==> src/rtl/bus_matrix_arb.sv <==
// bus_matrix_arb: shared address/data bus connecting NM masters to NS slaves.
// A registered arbiter grants one master at a time, with an optional hold limit.
// The top address bits select the slave. Read data returns one cycle later
// through a registered copy of the slave select.
// Optional macro BUS_RR_EN selects round-robin arbitration.
// Without it, the lowest-index requester wins (fixed priority).
module bus_matrix_arb #(
    parameter int NM       = 2,
    parameter int NS       = 4,
    parameter int AW       = 8,
    parameter int DW       = 32,
    parameter int MAX_HOLD = 16
) (
    input  logic             clk,
    input  logic             reset_n,
    input  logic [NM-1:0]    M_req,
    input  logic [NM-1:0]    M_wr,
    input  logic [NM*AW-1:0] M_address,
    input  logic [NM*DW-1:0] M_dout,
    output logic [NM-1:0]    M_grant,
    output logic [DW-1:0]    M_din,
    output logic [NS-1:0]    S_sel,
    output logic [AW-1:0]    S_address,
    output logic             S_wr,
    output logic [DW-1:0]    S_din,
    input  logic [NS*DW-1:0] S_dout
);

    localparam int SB  = $clog2(NS);
    localparam int OW  = $clog2(NM);
    localparam int HCW = (MAX_HOLD > 0) ? $clog2(MAX_HOLD + 1) : 1;

    typedef enum logic {IDLE, OWN} state_t;

    state_t        state_q, state_d;
    logic [OW-1:0] owner_q, owner_d;
    logic [HCW-1:0] hc_q, hc_d;
    logic [NS-1:0] sel_q;
    logic [NM-1:0] others;
    logic [OW-1:0] start_idx, win_all, win_oth;
    logic          found_all, found_oth;

    // First requester found when scanning upward from start, wrapping at NM.
    function automatic logic [OW:0] pick(input logic [NM-1:0] req, input logic [OW-1:0] start);
        logic [OW:0] res;
        int          idx;
        res = '0;
        for (int k = NM - 1; k >= 0; k--) begin
            idx = int'(start) + k;
            if (idx >= NM) idx = idx - NM;
            if (req[OW'(idx)]) res = {1'b1, OW'(idx)};
        end
        return res;
    endfunction

`ifdef BUS_RR_EN
    logic [OW-1:0] last_q;

    // Remember the most recent owner so the next search starts just after it.
    always_ff @(posedge clk or negedge reset_n) begin
        if (!reset_n)             last_q <= OW'(NM - 1);
        else if (state_d == OWN)  last_q <= owner_d;
    end

    assign start_idx = (last_q == OW'(NM - 1)) ? '0 : last_q + 1'b1;
`else
    assign start_idx = '0;
`endif

    assign others                 = M_req & ~(NM'(1) << owner_q);
    assign {found_all, win_all}   = pick(M_req, start_idx);
    assign {found_oth, win_oth}   = pick(others, start_idx);

    // Next owner and hold count: handover, release to idle, forced re-arbitration, or hold.
    always_comb begin
        state_d = state_q;
        owner_d = owner_q;
        hc_d    = hc_q;
        if (state_q == IDLE) begin
            if (found_all) begin
                state_d = OWN;
                owner_d = win_all;
                hc_d    = HCW'(1);
            end
        end else if (!M_req[owner_q]) begin
            if (found_oth) begin
                owner_d = win_oth;
                hc_d    = HCW'(1);
            end else begin
                state_d = IDLE;
                hc_d    = '0;
            end
        end else if ((MAX_HOLD != 0) && (hc_q >= HCW'(MAX_HOLD)) && found_oth) begin
            owner_d = win_oth;
            hc_d    = HCW'(1);
        end else if ((MAX_HOLD != 0) && (hc_q < HCW'(MAX_HOLD))) begin
            hc_d = hc_q + 1'b1;
        end
    end

    // Arbiter state and registered slave select for the read-return path.
    always_ff @(posedge clk or negedge reset_n) begin
        if (!reset_n) begin
            state_q <= IDLE;
            owner_q <= '0;
            hc_q    <= '0;
            sel_q   <= '0;
        end else begin
            state_q <= state_d;
            owner_q <= owner_d;
            hc_q    <= hc_d;
            sel_q   <= S_sel;
        end
    end

    assign M_grant = (state_q == OWN) ? (NM'(1) << owner_q) : '0;

    // Route the granted master onto the slave side and decode the slave from the top address bits.
    always_comb begin
        S_address = '0;
        S_wr      = 1'b0;
        S_din     = '0;
        S_sel     = '0;
        if (state_q == OWN) begin
            S_address = M_address[owner_q*AW +: AW];
            S_wr      = M_wr[owner_q];
            S_din     = M_dout[owner_q*DW +: DW];
            S_sel     = NS'(1) << S_address[AW-1 -: SB];
        end
    end

    // Return the slave chosen last cycle; zero when nothing was selected.
    always_comb begin
        M_din = '0;
        for (int j = 0; j < NS; j++) begin
            if (sel_q[j]) M_din = M_din | S_dout[j*DW +: DW];
        end
    end

endmodule
==> config.mk <==
export PLATFORM = sky130hd
export DESIGN_NAME = bus_matrix_arb
export DESIGN_NICKNAME = d
export VERILOG_FILES = /design/src/rtl/bus_matrix_arb.sv
export SDC_FILE = /design/constraint.sdc
export NUM_CORES = 1
export LEC_CHECK = 0
export CORE_AREA = 2 2 113 115
export CTS_CLUSTER_DIAMETER = 150
export CTS_CLUSTER_SIZE = 12
export DETAILED_ROUTE_END_ITERATION = 8
export DIE_AREA = 0 0 115 117
export GPL_TIMING_DRIVEN = 0
export MAX_ROUTING_LAYER = met4
export PLACE_DENSITY = 0.61
export SYNTH_ARGS = -nofsm -noshare
export SYNTH_HDL_FRONTEND = slang
export SYNTH_SLANG_ARGS = --single-unit
==> constraint.sdc <==
create_clock -name clk -period 1.4 [get_ports clk]
set_clock_uncertainty 0.05 [all_clocks]
set_input_delay 0.28 -clock clk [delete_from_list [all_inputs] [get_ports clk]]
set_output_delay 0.28 -clock clk [all_outputs]
set_load 0.02 [all_outputs]
-- Word level (Yosys, flattened, before mapping)
Index checks and enable logic that the tools add are counted.
- $add $sub $neg: 1
- order comparisons: 3
- equal/unequal tests: 3
- shift operators: 4
- muxes and demuxes: 30
- bitwise operators: 5
- reduce and logical (&&, ||, !) cells: 4
- operators by type and width (cell ; number):
    $mux 32 ; 5
    $or 32x32->32 ; 3
    $shiftx 64x7->32 ; 1
    $mux 5 ; 5
    $shiftx 16x5->8 ; 1
    $mux 1 ; 15
    $mux 8 ; 1
    $mux 2 ; 3
    $add 5x1->5 const B ; 1
    $ge 5x5->1 const B ; 1
    $lt 5x5->1 const B ; 1
    $mux 4 ; 1
    $ne 4x2->1 const B ; 1
    $shl 1x2->4 const A ; 1
    $ne 3x1->1 const B ; 1
    $ne 3x2->1 const B ; 1
    $reduce_and 3->1 ; 1
    $lt 1x2->1 const B ; 1
    $reduce_and 2->1 ; 1
    $reduce_bool 2->1 ; 1
    $shl 1x1->2 const A ; 1
    $and 1x1->1 ; 1
    $logic_and 1x1->1 ; 1
    $not 1->1 ; 1
- register bits after elaboration: 11
- input bits: 214
- output and inout bits: 79
- logic and storage cells: 54

-- Depth between registers and ports, before layout
- depth after elaboration: 8
- gate-level depth with buffers: 3
- mapped depth without buffers: 2

-- Worst setup path before layout
Ideal clock, no wire load.
- path kind: register to output
- start point: register state_q
- end point: output S_sel[1]
- arrival: 1.065 ns
- required time: 1.070 ns
- setup slack: 0.005 ns
- cell stages (with the launch flop): 3
- path buffers: 0
- cells stage by stage: dfrtp_1 -> and2_1 -> nor2b_1
- longest elaborated chain between the ends: 1
- RTL lines (item ; line ; text):
    start: declaration ; 35 ; state_t state_q, state_d;
    start signal: assignment ; 109 ; state_q <= state_d;
    $mux 4 ; 124 ; if (state_q == OWN) begin
    end: declaration ; 22 ; output logic [NS-1:0] S_sel,
No other way between the ends.

-- Worst setup path in the final report
- start point: register sel_q[0]
- end point: output M_din[8]
- longest elaborated chain between the ends: 7
- RTL lines (item ; line ; text):
    start: declaration ; 38 ; logic [NS-1:0] sel_q;
    start signal: assignment ; 112 ; sel_q <= S_sel;
    $mux 32 * ; 136 ; if (sel_q[j]) M_din = M_din | S_dout[j*DW +: DW];
    $or 32x32->32 ; 136 ;
    $mux 32 * ; 136 ;
    $or 32x32->32 ; 136 ;
    $mux 32 * ; 136 ;
    $or 32x32->32 ; 136 ;
    $mux 32 * ; 136 ;
    end: declaration ; 21 ; output logic [DW-1:0] M_din,
Every way passes the cells marked *; elsewhere a longest branch is shown, timed or not.

==> results.yml <==
placement:
  place_hpwl_um: 6950
  portBuffers: 248
  place_worst_setup_slack_ns: -0.807
  place_congestion: 0.778
  place_inst: 564
yosys:
  yosysUniqueCellTypes: 12
  ys_seq_area_frac: 0.110
  ys_seq_elements: 5
  syn_area_um2: 1130
  syn_area_per_cell_um2: 6.84
  synthesis.nets: 380
  synth_warnings: 0
  syn-instance-count: 166
worst_setup_path:
  cp-start-kind: "flop"
  regToRegEndpoint: "sel_q[1]"
  cp.required_ns: 1.07
  rrSetupSlack_ns: 0.26
  worstSetupPathType: "flop to primary output"
  worst_r2r_path_depth: 4
  crit_fanout: 7
  timing.rr.start: "state_q"
  endpoint_kind: "primary output"
  crit_arrival_ns: 1.34
finish:
  drive_gt1_frac: 0.465
  n_fill_cell: 1233
  multi_input_area_um2: 1200
  insertedDiodeCount: 0
  final_nets: 652
  ff_latch_area_um2: 131
  fin_util: 0.374
  instances_no_fill: 587
  synthToLayoutAreaGrowth_pct: 306
die:
  die_y_um: 117
  die_x_um: 115
  die_area_um2: 13500
  start_util: 0.0922
  core_um2: 12300
  core.rowCount: 41
  num_io_pins: 293
clock_tree:
  root_buffer: "clkbuf_16"
  cts_buffers: 3
  cts_tree: "done"
  cts_max_level: 1
  clock-sinks: 5
  cts_buffer_depth: 2
  clkTransAtPathRegs_ns: 0.03
  clk_latency_ns: 0.22
timing:
  finalMaxSlewViolations: 0
  fin_hold_ws_ns: 0.224
  fin_crit_ns: 1.67
  hold_viol_final: 0
  rsz0062_at_grt: "yes"
  setup_violations: 78
  fin_crit_sh: 1.19
  fin_ws_ns: -0.266
  max_freq_mhz: 600
routing:
  drt_wl_total_um: 9110
  drt_iter0_drc: 51
  drt-pass1-iter-count: 4
  vias: 2425
  ant_nets: 0
  viasPerCell: 4.13
  post_drt_wl_per_cell_um: 15.5
  drc_errors: 0
power_and_ir_drop:
  internal_power_uw: 1460
  peakVddDrop_mv: 0.278
  p_switching_uw: 638
  p_comb_frac: 0.701
  power_frac_clock: 0.219
  power_frac_seq: 0.080
  netSwitchingFraction: 0.305
  p_leak_uw: 0.00197
  power_uw: 2090
  power_density_nw_per_um2: 454
run:
  drv_cap: 0
grt:
  antenna_found_initial: 0
  grt_overflow_total: 0
  grt_pass1_vias: 2409
  grt_max_degree: 11
  track_usage: 0.116
  grt_pass1_wl_um: 12100
run_status:
  failed_checks: "negative setup slack"
  status: "complete, but fails checks"
min_path:
  hold_path.class: "input port to asynchronous set/reset pin"
timing repair:
action / in CTS / in global routing
cloned: 4 / 3
gates resized for setup: 421 / 177
pin swaps: 3 / 6
hold buffers: 0 / 0
buffers inserted: 7 / 7
endpoints found under the setup margin: 78 / 78
kinds of logic (layout without fill, tap and decap cells):
family                 count (synthesis)  after routing  share of synthesized area
buffers and inverters                 18            289                      0.100
other                                  2              2                    0.00662
AOI/OAI and AO/OA                     64             64                      0.423
DFF                                    5              5                      0.110
and+or+nand+nor                       77             77                      0.359
power groups by stage:
stage / Clock (µW) / Combinational [µW] / Sequential [µW]
final: 459 / 1470 / 168
after CTS: 471 / 1200 / 172
after floorplan: 0 / 391 / 160
after detailed placement: 0 / 1200 / 169
after global routing: 483 / 1550 / 170
after global placement: 0 / 1190 / 169
metrics by stage:
| step | cell area (µm²) | TNS, ns |
|---|---|---|
| 4_1_cts | 3930 | -13.93 |
| 3_3_place_gp | 3800 | -36.74 |
| 6_report | 4610 | -13.68 |
| 5_1_grt | 4610 | -16.62 |
| 2_1_floorplan | 1130 | 0 |
| 3_5_place_dp | 3800 | -36.97 |
metal layers:
layer	up-vias	routed length, µm	global-route usage
met2	148	5160	0.227
met5	-	0	-
met1	1114	2990	0.122
met4	0	92	0.0257
met3	10	868	0.0196
li1	1153	-	-
Yosys cell counts:
master | count | share of area
nor3b_2 | 1 | 0.011
dfrtp_1 | 5 | 0.11
clkbuf_2 | 4 | 0.018
conb_1 | 2 | 0.0066
and3_1 | 1 | 0.0055
buf_4 | 2 | 0.013
buf_6 | 3 | 0.030
buf_2 | 9 | 0.040
nor2b_1 | 2 | 0.011
a22oi_1 | 64 | 0.42
nand2_1 | 32 | 0.11
and2_1 | 41 | 0.23
final cells by class:
cell class                 instances  share of cell area
multi-input combinational        143               0.260
buffer                            17              0.0432
tap                              150              0.0407
timing repair buffer             268               0.611
sequential                         5              0.0285
clock buffer                       4              0.0171
sequential cells by signal, indices dropped and copies added, names as in the netlist:
register,flops
state_q,1
sel_q,4
worst max-delay path, stage by stage (launching register included):
cell	delay [ns]
dfrtp_2	0.50
buf_6	0.18
a22oi_2	0.16
nand2_1	0.11
buf_6	0.14
layout by cell type (no fill, tap or decap):
master and n:
nor3b_4 1, buf_2 3, buf_6 95, nand2_2 1, dfrtp_2 5, nand2_1 31, buf_12 1, a22oi_2 34
and2_4 41, a22oi_1 30, and3_4 1, conb_1 2, clkbuf_16 6, clkdlybuf4s50_1 168, buf_4 8, clkbuf_1 1
nor2b_4 2, buf_8 5, dlygate4sd2_1 2
how the worst max path moves through the flow:
stage                             from        end  slack [ns]  cells past startpoint
after floorplan                state_q   S_sel[1]       0.005                      2
after global placement    M_address[7]   S_sel[2]       -0.76                      4
after detailed placement  M_address[7]   S_sel[2]       -0.81                      4
after CTS                     sel_q[0]  M_din[16]       -0.27                      4
after global routing          sel_q[0]   M_din[8]       -0.32                      4
final                         sel_q[0]   M_din[8]       -0.27                      4
(Power assumes the default switching activity.)
